### config.mk
export PLATFORM = sky130hd
export DESIGN_NAME = rr_encoder
export DESIGN_NICKNAME = d
export VERILOG_FILES = /design/src/rtl/encoder_pkg.sv /design/src/rtl/rr_priority_search.sv /design/src/rtl/rr_encoder.sv
export SDC_FILE = /design/constraint.sdc
export NUM_CORES = 1
export LEC_CHECK = 0
export ABC_AREA = 0
export CAP_MARGIN = 15
export CORE_AREA = 4 4 42 44
export CTS_BUF_LIST = sky130_fd_sc_hd__clkbuf_8
export DETAILED_ROUTE_END_ITERATION = 7
export DIE_AREA = 0 0 46 48
export PLACE_DENSITY = 0.83
export SYNTH_ARGS = -nofsm -noshare
export SYNTH_HDL_FRONTEND = slang
export SYNTH_SLANG_ARGS = --single-unit
### constraint.sdc
create_clock -name I_CLK -period 1.3 [get_ports I_CLK]
set_input_delay 0.13 -clock I_CLK [delete_from_list [all_inputs] [get_ports I_CLK]]
set_output_delay 0.13 -clock I_CLK [all_outputs]
set_load 0.01 [all_outputs]
### src/rtl/encoder_pkg.sv
// Shared constants for the request encoder: priority modes and FSM encodings.
// Latency: none (declarations only).
// Backpressure: not applicable.
package encoder_pkg;

  localparam int MODE_FIXED = 0;
  localparam int MODE_RR    = 1;

  typedef enum logic {
    IDLE = 1'b0,
    HOLD = 1'b1
  } state_t;

endpackage

### src/rtl/rr_priority_search.sv
// Combinational fixed/round-robin search over a request vector.
// Latency: zero cycles.
// Backpressure: none; the caller decides when to register the result.
module rr_priority_search
  import encoder_pkg::*;
#(
  parameter int WIDTH     = 16,
  parameter int OUT_WIDTH = $clog2(WIDTH)
) (
  input  logic [WIDTH-1:0]     req,
  input  logic [OUT_WIDTH-1:0] ptr,
  input  logic                 mode,
  output logic [OUT_WIDTH-1:0] index,
  output logic                 found,
  output logic                 multi
);

  localparam int DW = 2 * WIDTH;

  logic [OUT_WIDTH-1:0] eff_ptr;
  logic [DW-1:0]        window;
  logic [DW-1:0]        masked;

  // Doubling the vector turns the wrap-around into a plain lowest-bit search
  // over a WIDTH-bit window starting at the pointer.
  always_comb begin
    eff_ptr = (mode == 1'(MODE_RR)) ? ptr : '0;
    window  = {{WIDTH{1'b0}}, {WIDTH{1'b1}}} << eff_ptr;
    masked  = {req, req} & window;
    index   = '0;
    found   = 1'b0;
    for (int i = DW - 1; i >= 0; i--) begin
      if (masked[i]) begin
        index = OUT_WIDTH'(i);
        found = 1'b1;
      end
    end
  end

  assign multi = |(req & (req - WIDTH'(1)));

endmodule

### src/rtl/rr_encoder.sv
// Registered N-to-log2(N) request encoder, fixed or round-robin; ENCODER_LATCH_EN adds sticky requests.
// Latency: one cycle from request to O_VALID; back-to-back one index per cycle.
// Backpressure: held index frozen while O_VALID && !I_READY; a grant is never withdrawn.
module rr_encoder
  import encoder_pkg::*;
#(
  parameter int WIDTH = 16,
  parameter int MODE  = MODE_FIXED
) (
  input  logic                       I_CLK,
  input  logic                       I_NRESET,
  input  logic                       I_ENABLE,
  input  logic [WIDTH-1:0]           I_DATA,
  input  logic                       I_READY,
  output logic                       O_VALID,
  output logic [$clog2(WIDTH)-1:0]   O_DATA,
  output logic                       O_MULTI
);

  localparam int   OUT_WIDTH = $clog2(WIDTH);
  localparam logic RR_MODE   = (MODE == MODE_RR);

  state_t               state_q, state_d;
  logic [OUT_WIDTH-1:0] ptr_q, ptr_d, ptr_inc, search_ptr;
  logic [OUT_WIDTH-1:0] data_q, data_d;
  logic                 multi_q, multi_d;
  logic                 accept;
  logic [WIDTH-1:0]     req;
  logic [OUT_WIDTH-1:0] sel_index;
  logic                 sel_found, sel_multi;

  assign accept     = (state_q == HOLD) && I_READY;
  assign ptr_inc    = data_q + OUT_WIDTH'(1);
  assign search_ptr = (RR_MODE && accept) ? ptr_inc : ptr_q;

`ifdef ENCODER_LATCH_EN
  logic [WIDTH-1:0] pending_q;
  logic [WIDTH-1:0] pending_kept;

  // The accepted bit is dropped before new requests are OR-ed back in, so a
  // pulse landing in the acceptance cycle survives.
  assign pending_kept = accept ? (pending_q & ~(WIDTH'(1) << data_q)) : pending_q;
  assign req          = I_DATA | pending_kept;

  always_ff @(posedge I_CLK or negedge I_NRESET) begin
    if (!I_NRESET) pending_q <= '0;
    else           pending_q <= pending_kept | I_DATA;
  end
`else
  assign req = I_DATA;
`endif

  rr_priority_search #(
    .WIDTH     (WIDTH),
    .OUT_WIDTH (OUT_WIDTH)
  ) u_search (
    .req   (req),
    .ptr   (search_ptr),
    .mode  (RR_MODE),
    .index (sel_index),
    .found (sel_found),
    .multi (sel_multi)
  );

  always_comb begin
    state_d = state_q;
    ptr_d   = ptr_q;
    data_d  = data_q;
    multi_d = multi_q;
    case (state_q)
      IDLE: begin
        if (I_ENABLE && sel_found) begin
          state_d = HOLD;
          data_d  = sel_index;
          multi_d = sel_multi;
        end
      end
      HOLD: begin
        if (I_READY) begin
          if (RR_MODE) ptr_d = ptr_inc;
          if (I_ENABLE && sel_found) begin
            data_d  = sel_index;
            multi_d = sel_multi;
          end else begin
            state_d = IDLE;
          end
        end
      end
      default: state_d = IDLE;
    endcase
  end

  always_ff @(posedge I_CLK or negedge I_NRESET) begin
    if (!I_NRESET) begin
      state_q <= IDLE;
      ptr_q   <= '0;
      data_q  <= '0;
      multi_q <= 1'b0;
    end else begin
      state_q <= state_d;
      ptr_q   <= ptr_d;
      data_q  <= data_d;
      multi_q <= multi_d;
    end
  end

  assign O_VALID = (state_q == HOLD);
  assign O_DATA  = data_q;
  assign O_MULTI = multi_q;

endmodule

==> results.py <==
metrics = {
    "clock_tree": {
        "cts_buffers": 3,
        "cts_hold_buf": 0,
        "max-clock-path-buffers": 2,
        "cts_tree": "done",
        "htreeDepth": 1,
        "clock-sinks": 6,
        "clockRootBuffer": "clkbuf_8",
        "clock_latency_ps": 220,
        "clk_pin_slew_ps": 40,
    },
    "critical_path": {
        "arrival_ps": 1800,
        "reg2reg_setup_slack_ps": 210,
        "startpoint_type": "primary input",
        "critPathCaptureType": "flip-flop",
        "worstPathMaxFanout": 2,
        "required_ps": 1410,
        "path_class": "primary input to flip-flop",
        "r2r_cells": 4,
    },
    "routing": {
        "first_pass_iters": 4,
        "dr_total_vias": 842,
        "drtIter0Drc": 29,
        "wl_microns": 2650,
        "avgRoutedWirePerCell_microns": 18.2,
        "post-route-drc-count": 0,
        "viasPerCell": 5.77,
        "ant_nets": 0,
    },
    "global_route": {
        "grt_pass1_wl_microns": 3370,
        "grt_max_degree": 7,
        "grt_overflow": 0,
        "antenna_found_initial": 0,
        "grt_pass1_vias": 795,
        "grt_usage_pct": 21.5,
    },
    "sta": {
        "finalHoldViolCount": 0,
        "tightest_slew_ps": 336,
        "fin_crit_sh_pct": 130,
        "period_minus_slack_ps": 1690,
        "setup_viol": 6,
        "max_slew_margin_pct": 77.3,
        "fmax_mhz": 592,
        "fin_ws_ps": -391,
        "grt_setup_unrepaired": "yes",
        "clock_skew_ps": 3.32,
        "slew_viol_final": 0,
    },
    "synth": {
        "syn_inst": 71,
        "synth_seq_cells": 6,
        "synth.distinct_cells": 26,
        "yosys_warnings": 0,
        "synth_nets": 91,
        "syn_area_sq_um": 527,
        "syn_avg_cell_area_sq_um": 7.42,
        "yosysSeqAreaShare_pct": 28.5,
    },
    "cells_and_area": {
        "post-route-util_pct": 84.0,
        "syn_to_final_growth_pct": 129,
        "num_antenna_cells": 0,
        "drive_gt1_share_pct": 50.0,
        "final_nets": 152,
        "final_cells": 146,
        "n_fill_cell": 80,
    },
    "floorplanning": {
        "chipHeight_microns": 48,
        "io_pins": 26,
        "die-area_sq_um": 2210,
        "rows": 14,
        "coreArea_sq_um": 1440,
        "initial_core_util_pct": 36.7,
        "die-width_microns": 46,
    },
    "run": {
        "max_cap_viol_count": 0,
    },
    "power_and_ir_drop": {
        "ir_worst_vdd_v": 0.000559,
        "pwr_density_cell_nw_per_um2": 663,
        "p_leak_nw": 0.571,
    },
    "run_status": {
        "violations": "setup timing",
        "outcome": "finished with violations",
    },
    "place": {
        "dp.final_hpwl_microns": 1540,
        "port_buffers": 25,
        "placed_cells": 139,
        "finalWeightedCongestion": 0.891,
    },
    "worst_hold_path": {
        "hp-class": "primary input to async pin",
    },
}
## power by group
group	leakage, nW	switching [mW]	internal [mW]
clock	0.0216	0.0798	0.199
sequential	0.0756	0.0111	0.203
combinational	0.474	0.138	0.170
total	0.571	0.229	0.571
## sequential cells by signal, summed over array words and instances, names as in the netlist
signal   cells
O_DATA       4
O_VALID      1
O_MULTI      1
## per-layer routing
layer	track usage, %	up-vias	part of all wire [%]
li1	-	393	-
met1	24.0	393	38
met2	38.2	44	50
met3	4.14	12	6.6
met4	11.9	0	5.6
met5	0	-	0
## synthesized netlist by cell type
library cell / count / area share (%)
a31oi_1: 1 / 1.2
buf_2: 2 / 1.9
nand2b_1: 3 / 3.6
o21ai_0: 4 / 3.8
nor4_1: 1 / 1.2
a211oi_1: 4 / 5.7
a21boi_0: 1 / 1.4
o41ai_1: 2 / 3.3
a2111oi_0: 1 / 1.7
o22a_1: 2 / 3.3
or4_1: 4 / 5.7
dfrtp_1: 6 / 29
o31ai_1: 3 / 4.3
o31a_1: 1 / 1.7
a21oi_1: 4 / 3.8
nand3_1: 1 / 0.95
maj3_1: 1 / 1.9
inv_1: 3 / 2.1
nand2_1: 8 / 5.7
nor3_2: 1 / 1.9
nand3b_1: 1 / 1.4
o22ai_1: 1 / 1.2
nor2_1: 10 / 7.1
nor3_1: 4 / 3.8
o21ai_1: 1 / 0.95
o211a_1: 1 / 1.9
## placed cells by master, fill, tap and decap left out, types with 3 or more instances in the layout
cell and n:
clkdlybuf4s50_1 12, nor2_1 8, or4_4 4, clkbuf_2 6, a21oi_1 4, clkbuf_8 3, inv_1 3, nor3_1 4
nand2_1 6, clkdlybuf4s15_1 3, buf_4 26, buf_6 9, dfrtp_1 6, a211oi_1 3
## through the flow
stage                     hold WS (ps)  area (sq um)  power (mW)  TNS [ps]  setup WS, ps
after floorplan                   -166           562       0.287     -1160          -501
after global placement             382          1030       0.466     -4670          -898
after detailed placement           389          1030       0.470     -4900          -943
after CTS                          157          1130       0.754     -2250          -441
after global routing               155          1210       0.841     -2020          -464
final                              148          1210       0.800     -1860          -391
## critical path, stage by stage
cell     delay [ps]
buf_6            90
or4_4           550
or4_4           450
o22a_1          230
o22ai_2         130
o211a_1         160
o21ai_1          60
## final timing paths
| path | endpoint | from |
|---|---|---|
| max | O_MULTI | I_DATA[1] |
| min | O_DATA[0] | I_NRESET |
| min in group I_CLK | O_DATA[1] | I_DATA[1] |
| min reg2reg | O_DATA[1] | O_DATA[1] |
| max reg2reg | O_DATA[1] | O_VALID |
| max in group asynchronous | O_DATA[2] | I_NRESET |
## cell families (layout without fill, tap and decap cells)
kind of cell / count (synthesis) / after routing / synth area share [%]
AOI/OAI and AO/OA: 26 / 26 / 34.2
and+or+nand+nor: 33 / 33 / 31.4
DFF: 6 / 6 / 28.5
adders and majority gates: 1 / 1 / 1.90
buffers and inverters: 5 / 64 / 4.04
## timing repair
item                                    4_1_cts  5_1_grt
pin swaps                                    13       12
resized for setup                            38       31
endpoints found under the hold margin         0        0
gates cloned                                  0        0
buffers inserted                              2        2
endpoints found under the setup margin        6        6
## final cells by class
| cell class | instances | area, sq um | share of cell area, % |
|---|---|---|---|
| clock buffers | 3 | 41.3 | 3.42 |
| inverters | 3 | 11.3 | 0.934 |
| multi-input cells | 60 | 479 | 39.7 |
| flip-flops and latches | 6 | 150 | 12.4 |
| well taps | 16 | 20.0 | 1.66 |
| repair buffers | 58 | 504 | 41.8 |
Power figures use the tool's default switching activity.
